`src/rtl/usi_spi_pkg.sv`:
```
// rtl/usi_spi_pkg.sv - shared state type, SPI mode constants and width helper
//   Contents: spi_state_e (IDLE/ACTIVE), CPOL_*/CPHA_* mode constants,
//             clog2() used to size the bit counter.
package usi_spi_pkg;

   typedef enum logic {
      IDLE   = 1'b0,
      ACTIVE = 1'b1
   } spi_state_e;

   localparam logic CPOL_LOW   = 1'b0;
   localparam logic CPOL_HIGH  = 1'b1;
   localparam logic CPHA_LEAD  = 1'b0;  // sample on leading edge
   localparam logic CPHA_TRAIL = 1'b1;  // sample on trailing edge

   // Number of bits needed to count 0..value-1.
   function automatic int clog2(input int value);
      int w;
      w = 0;
      for (int i = 0; i < 32; i++) begin
         if ((1 << i) < value) begin
            w = i + 1;
         end
      end
      return w;
   endfunction

endpackage

```
`src/rtl/usi_spi_slave_if.sv`:
```
// rtl/usi_spi_slave_if.sv - bus-side word handshake of the USI SPI responder
//   TX: tx_data/tx_valid in, tx_ready out (shadow register empty).
//   RX: rx_data/rx_valid out, rx_ready in.
//   Status: busy, tx_underrun and rx_overrun pulses.
//   slave modport is used by usi_spi_slave, master modport by the bus side.
interface usi_spi_slave_if #(
   parameter int DW = 16
) ();
   logic [DW-1:0] tx_data;
   logic          tx_valid;
   logic          tx_ready;
   logic [DW-1:0] rx_data;
   logic          rx_valid;
   logic          rx_ready;
   logic          busy;
   logic          tx_underrun;
   logic          rx_overrun;

   modport slave (
      input  tx_data, tx_valid, rx_ready,
      output tx_ready, rx_data, rx_valid, busy, tx_underrun, rx_overrun
   );

   modport master (
      output tx_data, tx_valid, rx_ready,
      input  tx_ready, rx_data, rx_valid, busy, tx_underrun, rx_overrun
   );
endinterface

```
`src/rtl/usi_sync_edge.sv`:
```
// rtl/usi_sync_edge.sv - 2-flop synchronizer with edge detect on a third flop
//   clk, rst : system clock, async active-high reset
//   d_in     : asynchronous pad input
//   rise     : one-cycle pulse, synchronized input went 0->1
//   fall     : one-cycle pulse, synchronized input went 1->0
//   RST_VAL  : idle level loaded into all three flops on reset
module usi_sync_edge #(
   parameter logic RST_VAL = 1'b0
) (
   input  logic clk,
   input  logic rst,
   input  logic d_in,
   output logic rise,
   output logic fall
);

   logic [2:0] sync_q;
   logic [2:0] sync_d;

   always_comb begin
      sync_d = {sync_q[1:0], d_in};
   end

   always_ff @(posedge clk or posedge rst) begin
      if (rst) begin
         sync_q <= {3{RST_VAL}};
      end else begin
         sync_q <= sync_d;
      end
   end

   // sync_q[1] is the synchronized level, sync_q[2] its previous value.
   assign rise = sync_q[1] & ~sync_q[2];
   assign fall = ~sync_q[1] & sync_q[2];

endmodule

```
`src/rtl/usi_spi_slave.sv`:
```
// rtl/usi_spi_slave.sv - oversampling SPI responder with TX shadow and RX holding register
//   clk, rst          : system clock (>= 8x SCLK), async active-high reset
//   sclk_in, cs_n_in  : asynchronous SPI clock and active-low chip select
//   mosi_in           : serial data in
//   miso_out, miso_oe : serial data out and its pad enable
//   bus               : word handshake (usi_spi_slave_if.slave)
module usi_spi_slave
   import usi_spi_pkg::*;
#(
   parameter int            DW      = 16,
   parameter logic          CPOL    = 1'b0,
   parameter logic          CPHA    = 1'b0,
   parameter logic [DW-1:0] TX_IDLE = '0
) (
   input  logic           clk,
   input  logic           rst,
   input  logic           sclk_in,
   input  logic           cs_n_in,
   input  logic           mosi_in,
   output logic           miso_out,
   output logic           miso_oe,
   usi_spi_slave_if.slave bus
);

   localparam int CW = clog2(DW);

   logic sclk_rise, sclk_fall, cs_rise, cs_fall;
   logic lead_edge, trail_edge, sample_edge, shift_edge;

   spi_state_e    state_q, state_d;
   logic [CW-1:0] bit_cnt_q, bit_cnt_d;
   logic [DW-1:0] tx_shift_q, tx_shift_d;
   logic [DW-1:0] rx_shift_q, rx_shift_d;
   logic [DW-1:0] shadow_q, shadow_d;
   logic          shadow_full_q, shadow_full_d;
   logic [DW-1:0] rx_data_q, rx_data_d;
   logic          rx_valid_q, rx_valid_d;
   logic          load_pend_q, load_pend_d;
   logic          done_q, done_d;
   logic          miso_q, miso_d;
   logic          underrun_q, underrun_d;
   logic          overrun_q, overrun_d;
   logic [1:0]    mosi_q, mosi_d;
   logic          do_load;
   logic [DW-1:0] load_word;

   usi_sync_edge #(.RST_VAL(CPOL == CPOL_HIGH)) u_sclk_sync (
      .clk  (clk),
      .rst  (rst),
      .d_in (sclk_in),
      .rise (sclk_rise),
      .fall (sclk_fall)
   );

   usi_sync_edge #(.RST_VAL(1'b1)) u_cs_sync (
      .clk  (clk),
      .rst  (rst),
      .d_in (cs_n_in),
      .rise (cs_rise),
      .fall (cs_fall)
   );

   // Leading edge leaves the idle level; which edge samples depends on CPHA.
   assign lead_edge   = (CPOL == CPOL_LOW) ? sclk_rise : sclk_fall;
   assign trail_edge  = (CPOL == CPOL_LOW) ? sclk_fall : sclk_rise;
   assign sample_edge = (CPHA == CPHA_LEAD) ? lead_edge : trail_edge;
   assign shift_edge  = (CPHA == CPHA_LEAD) ? trail_edge : lead_edge;

   always_comb begin
      state_d       = state_q;
      bit_cnt_d     = bit_cnt_q;
      tx_shift_d    = tx_shift_q;
      rx_shift_d    = rx_shift_q;
      shadow_d      = shadow_q;
      shadow_full_d = shadow_full_q;
      rx_data_d     = rx_data_q;
      rx_valid_d    = rx_valid_q;
      load_pend_d   = load_pend_q;
      miso_d        = miso_q;
      done_d        = 1'b0;
      underrun_d    = 1'b0;
      overrun_d     = 1'b0;
      mosi_d        = {mosi_q[0], mosi_in};
      do_load       = 1'b0;
      // Load decision uses the shadow state before any same-cycle write.
      load_word     = shadow_full_q ? shadow_q : TX_IDLE;

      // A word completed last cycle; a same-cycle read frees the holding register.
      if (rx_valid_q && bus.rx_ready) begin
         rx_valid_d = 1'b0;
      end
      if (done_q) begin
         if (!rx_valid_q || bus.rx_ready) begin
            rx_data_d  = rx_shift_q;
            rx_valid_d = 1'b1;
         end else begin
            overrun_d = 1'b1;
         end
      end

      case (state_q)
         IDLE: begin
            if (cs_fall) begin
               state_d    = ACTIVE;
               bit_cnt_d  = '0;
               rx_shift_d = '0;
               if (CPHA == CPHA_TRAIL) begin
                  // First bit is driven at the first leading edge.
                  load_pend_d = 1'b1;
                  miso_d      = 1'b0;
               end else begin
                  do_load = 1'b1;
               end
            end
         end
         ACTIVE: begin
            if (cs_rise) begin
               // Abandon any partial frame; the shadow is left alone.
               state_d     = IDLE;
               bit_cnt_d   = '0;
               rx_shift_d  = '0;
               tx_shift_d  = '0;
               load_pend_d = 1'b0;
               miso_d      = 1'b0;
            end else begin
               // Reloads always land on a shift edge, in either phase mode.
               if (shift_edge) begin
                  if (load_pend_q) begin
                     do_load     = 1'b1;
                     load_pend_d = 1'b0;
                  end else begin
                     miso_d     = tx_shift_q[DW-2];
                     tx_shift_d = {tx_shift_q[DW-2:0], 1'b0};
                  end
               end
               if (sample_edge) begin
                  rx_shift_d = {rx_shift_q[DW-2:0], mosi_q[1]};
                  if (bit_cnt_q == CW'(DW - 1)) begin
                     bit_cnt_d   = '0;
                     done_d      = 1'b1;
                     load_pend_d = 1'b1;
                  end else begin
                     bit_cnt_d = bit_cnt_q + 1'b1;
                  end
               end
            end
         end
         default: state_d = IDLE;
      endcase

      if (do_load) begin
         tx_shift_d = load_word;
         miso_d     = load_word[DW-1];
         if (shadow_full_q) begin
            shadow_full_d = 1'b0;
         end else begin
            underrun_d = 1'b1;
         end
      end

      if (bus.tx_valid && !shadow_full_q) begin
         shadow_d      = bus.tx_data;
         shadow_full_d = 1'b1;
      end
   end

   always_ff @(posedge clk or posedge rst) begin
      if (rst) begin
         state_q       <= IDLE;
         bit_cnt_q     <= '0;
         tx_shift_q    <= '0;
         rx_shift_q    <= '0;
         shadow_q      <= '0;
         shadow_full_q <= 1'b0;
         rx_data_q     <= '0;
         rx_valid_q    <= 1'b0;
         load_pend_q   <= 1'b0;
         done_q        <= 1'b0;
         miso_q        <= 1'b0;
         underrun_q    <= 1'b0;
         overrun_q     <= 1'b0;
         mosi_q        <= '0;
      end else begin
         state_q       <= state_d;
         bit_cnt_q     <= bit_cnt_d;
         tx_shift_q    <= tx_shift_d;
         rx_shift_q    <= rx_shift_d;
         shadow_q      <= shadow_d;
         shadow_full_q <= shadow_full_d;
         rx_data_q     <= rx_data_d;
         rx_valid_q    <= rx_valid_d;
         load_pend_q   <= load_pend_d;
         done_q        <= done_d;
         miso_q        <= miso_d;
         underrun_q    <= underrun_d;
         overrun_q     <= overrun_d;
         mosi_q        <= mosi_d;
      end
   end

   assign miso_out        = miso_q;
   assign miso_oe         = (state_q == ACTIVE);
   assign bus.busy        = (state_q == ACTIVE);
   assign bus.tx_ready    = ~shadow_full_q;
   assign bus.rx_data     = rx_data_q;
   assign bus.rx_valid    = rx_valid_q;
   assign bus.tx_underrun = underrun_q;
   assign bus.rx_overrun  = overrun_q;

endmodule
```
`src/flat_wrapper.sv`:
```
// flat-port wrapper written by rule: the top's interface ports become plain ports
module usi_spi_slave_flat import usi_spi_pkg::*;
#(
   parameter int            DW      = 16,
   parameter logic          CPOL    = 1'b0,
   parameter logic          CPHA    = 1'b0,
   parameter logic [DW-1:0] TX_IDLE = '0
)
  (clk, rst, sclk_in, cs_n_in, mosi_in, miso_out, miso_oe, bus_tx_data, bus_tx_valid, bus_rx_ready, bus_tx_ready, bus_rx_data, bus_rx_valid, bus_busy, bus_tx_underrun, bus_rx_overrun);
  usi_spi_slave_if #(.DW(DW)) bus_i ();
  input  logic clk;
  input  logic rst;
  input  logic sclk_in;
  input  logic cs_n_in;
  input  logic mosi_in;
  output logic miso_out;
  output logic miso_oe;
  input wire logic [$bits(bus_i.tx_data)-1:0] bus_tx_data;
  input wire logic [$bits(bus_i.tx_valid)-1:0] bus_tx_valid;
  input wire logic [$bits(bus_i.rx_ready)-1:0] bus_rx_ready;
  output wire logic [$bits(bus_i.tx_ready)-1:0] bus_tx_ready;
  output wire logic [$bits(bus_i.rx_data)-1:0] bus_rx_data;
  output wire logic [$bits(bus_i.rx_valid)-1:0] bus_rx_valid;
  output wire logic [$bits(bus_i.busy)-1:0] bus_busy;
  output wire logic [$bits(bus_i.tx_underrun)-1:0] bus_tx_underrun;
  output wire logic [$bits(bus_i.rx_overrun)-1:0] bus_rx_overrun;
  assign bus_i.tx_data = bus_tx_data;
  assign bus_i.tx_valid = bus_tx_valid;
  assign bus_i.rx_ready = bus_rx_ready;
  assign bus_tx_ready = bus_i.tx_ready;
  assign bus_rx_data = bus_i.rx_data;
  assign bus_rx_valid = bus_i.rx_valid;
  assign bus_busy = bus_i.busy;
  assign bus_tx_underrun = bus_i.tx_underrun;
  assign bus_rx_overrun = bus_i.rx_overrun;
  usi_spi_slave #(.DW(DW), .CPOL(CPOL), .CPHA(CPHA), .TX_IDLE(TX_IDLE)) u_core (.clk(clk), .rst(rst), .sclk_in(sclk_in), .cs_n_in(cs_n_in), .mosi_in(mosi_in), .miso_out(miso_out), .miso_oe(miso_oe), .bus(bus_i));
endmodule
```
`config.mk`:
```
export PLATFORM = sky130hd
export DESIGN_NAME = usi_spi_slave_flat
export DESIGN_NICKNAME = d
export VERILOG_FILES = /design/src/rtl/usi_spi_pkg.sv /design/src/rtl/usi_spi_slave_if.sv /design/src/rtl/usi_sync_edge.sv /design/src/rtl/usi_spi_slave.sv /design/src/flat_wrapper.sv
export SDC_FILE = /design/constraint.sdc
export NUM_CORES = 1
export LEC_CHECK = 0
export CAP_MARGIN = 20
export CORE_AREA = 2 2 79 119
export CTS_CLUSTER_SIZE = 12
export DETAILED_ROUTE_END_ITERATION = 10
export DIE_AREA = 0 0 81 121
export MAX_ROUTING_LAYER = met4
export PLACE_DENSITY_LB_ADDON = 0.05
export SLEW_MARGIN = 20
export SYNTH_ARGS = -nofsm -noshare
export SYNTH_HDL_FRONTEND = slang
export SYNTH_SLANG_ARGS = --single-unit
```
`constraint.sdc`:
```
create_clock -name clk -period 9.4 [get_ports clk]
set_input_delay 2.35 -clock clk [delete_from_list [all_inputs] [get_ports clk]]
set_output_delay 2.35 -clock clk [all_outputs]
set_load 0.02 [all_outputs]
```
Word level (Yosys, flattened, before mapping)
Cells that the tools add are included.
- output and inout bits: 23
- register bits after elaboration: 111
- input port bits: 23
- reduce and logical (&&, ||, !) cells: 11
- muxes and demuxes: 44
- equality and inequality tests: 4
- bitwise gates (word level): 10
- add/subtract/negate cells: 1
- operator list (operator ; count):
    two-way mux 32 bit ; 4
    two-way mux 15 bit ; 5
    two-way mux 16 bit ; 4
    case mux 32 bit (2 select lines) ; 1
    adder 32 x 1 -> 32 bit (second input constant) ; 1
    equality test 32 x 4 -> 1 bit (second input constant) ; 1
    case mux 16 bit (2 select lines) ; 1
    two-way mux 1 bit ; 27
    inverter 1 bit ; 6
    bitwise AND 1 bit ; 4
    case mux 1 bit (2 select lines) ; 2
    AND reduction 2 bit ; 2
    nonzero test 2 bit ; 2
    != test 3 x 1 -> 1 bit (second input constant) ; 1
    != test 3 x 2 -> 1 bit (second input constant) ; 1
    AND reduction 3 bit ; 1
    nonzero test 3 bit ; 1
    logical AND 1 bit ; 2
    logical NOT 1 bit ; 2
    != test 2 x 1 -> 1 bit (second input constant) ; 1
    logical OR 1 bit ; 1

Depth between registers and ports, before layout
- depth in word-level cells: 7
- depth in mapped cells: 8

By module
A second synthesis with hierarchy kept.
- cell total of the unflattened synthesis: 394
- area total of the unflattened synthesis: 4620.7 µm²
- by module, submodules not included (module ; seq. area each (µm²) ; area each (µm²) ; cells each ; times used):
    usi_spi_slave ; 2627.5 ; 4429.2 ; 382 ; 1
    usi_sync_edge at u_core.u_cs_sync ; 78.8 ; 97.6 ; 6 ; 1
    usi_sync_edge at u_core.u_sclk_sync ; 75.1 ; 93.8 ; 6 ; 1

Worst setup path before layout
No wires, ideal clock.
- path type: input to register
- start: input bus_tx_valid
- end: register u_core.shadow_q[0]
- cell stages on the path: 4
- data arrival time: 3.453 ns
- buffers on the path: 2
- path slack: 5.823 ns
- path through: nor2b_1 clkbuf_1 clkbuf_1 mux2_2
- cells in the longest elaborated chain, start to end: 1
- ends and longest elaborated chain (item ; RTL line ; RTL):
    from (decl) ; flat_wrapper.sv:19 ; input wire logic [$bits(bus_i.tx_valid)-1:0] bus_tx_valid;
    logical AND 1 bit ; usi_spi_slave.sv:161 ; if (bus.tx_valid && !shadow_full_q) begin
    to (signal assigned) ; usi_spi_slave.sv:188 ; shadow_q <= shadow_d;
    to (decl) ; usi_spi_slave.sv:34 ; logic [DW-1:0] shadow_q, shadow_d;
No other way between the ends.
A chain may end at the register's enable or synchronous reset.

Final worst setup path
- start: register u_core.state_q, in the netlist u_core.bus.busy
- end: output bus_busy
- RTL lines (item ; RTL line ; RTL):
    from (decl) ; usi_spi_slave.sv:30 ; spi_state_e state_q, state_d;
    from (signal assigned) ; usi_spi_slave.sv:184 ; state_q <= state_d;
    to (decl) ; flat_wrapper.sv:24 ; output wire logic [$bits(bus_i.busy)-1:0] bus_busy;
No word-level cell between the ends.

==> run summary <==
Net count, final -> 470
gp weighted congestion -> 0.862
Gate Count Post-Synth -> 409
ANT cells -> 0
Overflow after GRT -> 0
reg2reg setup slack -> 6.91 ns
TritonCTS clock tree -> done
Hold Fails Final Rpt -> 0
drt drc -> 0
yosys warns -> 0
Post-CTS Hold Buffers -> 0
Required @ worst endpoint -> 7.05 ns
Skew-Pair Late Insertion Delay -> 0.35 ns
Initial Utilization -> 54.0%
Startpoint Class -> flop
post-cts resize count -> 0
DP HPWL -> 6.33 mm
Clock Path Buffers -> 2
most common cell after layout, fill and taps aside -> dfrtp_1
fin crit period -> 3.96 ns
Slowest cell on crit path -> clkdlybuf4s50_1
fin util -> 63.3%
buffers and inverters on the worst path -> 1
WS Path Type -> flop to output pin
Reg-to-Reg Start -> u_core.bit_cnt_q[3]
Critical path origin -> u_core.bus.busy
Root Buffer -> clkbuf_16
syn avg cell area -> 11.5 µm²
Post-Route Setup TNS -> 0 ns
Clock Pin Slew Worst Setup and Hold Paths -> 0.07 ns
FP Rows -> 42
RSZ-0062 raised after global routing -> no
Iteration-0 DRC Markers -> 224
outcome -> complete, no violations
final max-slew violation count -> 0
hold path startpoint -> u_core.mosi_q[0]
final number of setup-violating endpoints -> 0
ANT nets after route -> 0
Peak VDD IR -> 0.000157 V
WL/cell -> 16.5 µm
Die Y -> 121 µm
Die Wd -> 81 µm
sequential share of the synthesized area -> 59.1%
Post-synth EDFFs -> 0
reg2reg path depth -> 5
async set-or-reset flop fraction in the synthesized netlist -> 100%
max-cap violations -> 0
Cell Area, Synth -> 4710 µm²
PortBufs -> 45
hold path cells -> 0
overall routed net length -> 9.28 mm
Syn-to-layout area delta -> 17.3%
first-pass GRT wire length -> 15.4 mm
Vias/cell -> 5.79
Pleak -> 2.35 nW
Pwr per Cell Area -> 198 nW/µm²
vias in the first global route -> 3,216
WP data arrival -> 1.61 ns
GRT Total Usage -> 21.1%
reg2reg end -> u_core.bit_cnt_q[29]
Fillers -> 736
total CTS buffers -> 9
IO Pins -> 46
layout cells sized above 1 -> 14.2%
Final period util -> 42.1%
initial antenna violation count -> 0
Least-Margin Pin Slew -> 0.963 ns
Post-synth top flop -> dfrtp_1
Mapped Nets -> 433
Vias -> 3,249
Hold Crit Endpoint -> u_core.mosi_q[1]
setup bufs post-CTS -> 0
Pre-antenna DRT Iters -> 4
critical path, cell by cell -> clkdlybuf4s50_1
Synth cell types -> 41
most frequent cells in the layout -> 108 x dfrtp_1, 45 x clkdlybuf4s50_1, 38 x nor2_1
H-tree depth -> 3
die area -> 9800 µm²
clock net sink count -> 111
Layout Skew -> 0.00746 ns
max incr delay on CP -> 0.68 ns
Hold Path Class -> flop to flop
relative slew slack -> 35.8%
Core Box Area -> 8720 µm²
post-synthesis register bit count -> 111
largest net degree at the start of global routing -> 79
Peak Freq -> 0.252 GHz
nature of the critical path endpoint -> output pin
Critical Path Fanout Max -> 11
delay-heaviest family, CP -> buffers and inverters
metal layers:
metal	wire length [µm]	track usage, %	vias to the layer above
met5	0	-	-
met4	190	8.47	0
met3	254	4.32	13
met2	4880	34.3	49
met1	3960	25.6	1634
li1	-	-	1553
cell usage after synthesis, types with 11 or more instances:
master    number  share of area, %
dfrtp_1      108                57
nor2_1        40               3.2
mux2_2        32               7.7
a21oi_1       27               2.9
clkbuf_1      20               1.6
a22o_1        16               3.0
a22oi_1       15               2.4
nand2_1       15               1.2
xnor2_1       14               2.6
nor4_1        12               1.6
o21ai_0       12               1.3
nand4_1       11               1.5
per-stage QoR:
step	total power [mW]	instance area (µm²)	instances	hold WS, ns	setup slack, ns
after floorplan	0.702	4710	409	0.331	4.12
after global placement	0.747	5240	545	0.341	5.30
after detailed placement	0.754	5240	545	0.344	5.24
after CTS	1.10	5510	561	0.359	5.46
after global routing	1.15	5520	561	0.360	5.39
final	1.09	5520	561	0.356	5.44
state kept, by name (all words and copies together) (netlist names), 2 cells and up:
| signal | count |
|---|---|
| u_core.bit_cnt_q | 32 |
| u_core.bus.rx_data | 16 |
| u_core.rx_shift_q | 16 |
| u_core.shadow_q | 16 |
| u_core.tx_shift_q | 15 |
| u_core.u_cs_sync.sync_q | 3 |
| u_core.u_sclk_sync.sync_q | 3 |
| u_core.mosi_q | 2 |
report_power, final:
| part | internal, mW | switching (mW) | total [mW] |
|---|---|---|---|
| sequential | 0.545 | 0.0440 | 0.589 |
| combinational | 0.0798 | 0.0763 | 0.156 |
| clock | 0.180 | 0.168 | 0.348 |
worst max-delay path by stage:
stage,endpoint,slack (ns),depth (start not counted)
2_1_floorplan,u_core.bit_cnt_q[0],4.12,1
3_3_place_gp,u_core.tx_shift_q[0],5.30,3
3_5_place_dp,u_core.bus.tx_underrun,5.24,3
4_1_cts,bus_busy,5.46,1
5_1_grt,miso_oe,5.39,1
6_report,bus_busy,5.44,1
cell type report:
type	instances	area, µm²	share of cell area [%]
Sequential cell	111	2780	50.4
Multi-Input combinational cell	267	1820	33.0
Timing Repair Buffer	48	473	8.57
Clock buffer	11	233	4.22
Tap cell	110	138	2.49
Clock inverter	5	36.3	0.657
Inverter	9	36.3	0.657
kinds of logic after synthesis:
kind of cell               after synthesis  synth area share, %
and+or+nand+nor                        132                 15.0
DFF                                    111                 59.1
adders and majority gates                1                0.266
buffers and inverters                   31                 2.58
xor gates and xnor gates                18                 3.35
muxes                                   32                 7.66
AOI/OAI and AO/OA                       84                 12.0
Power figures use the tool's default switching activity.
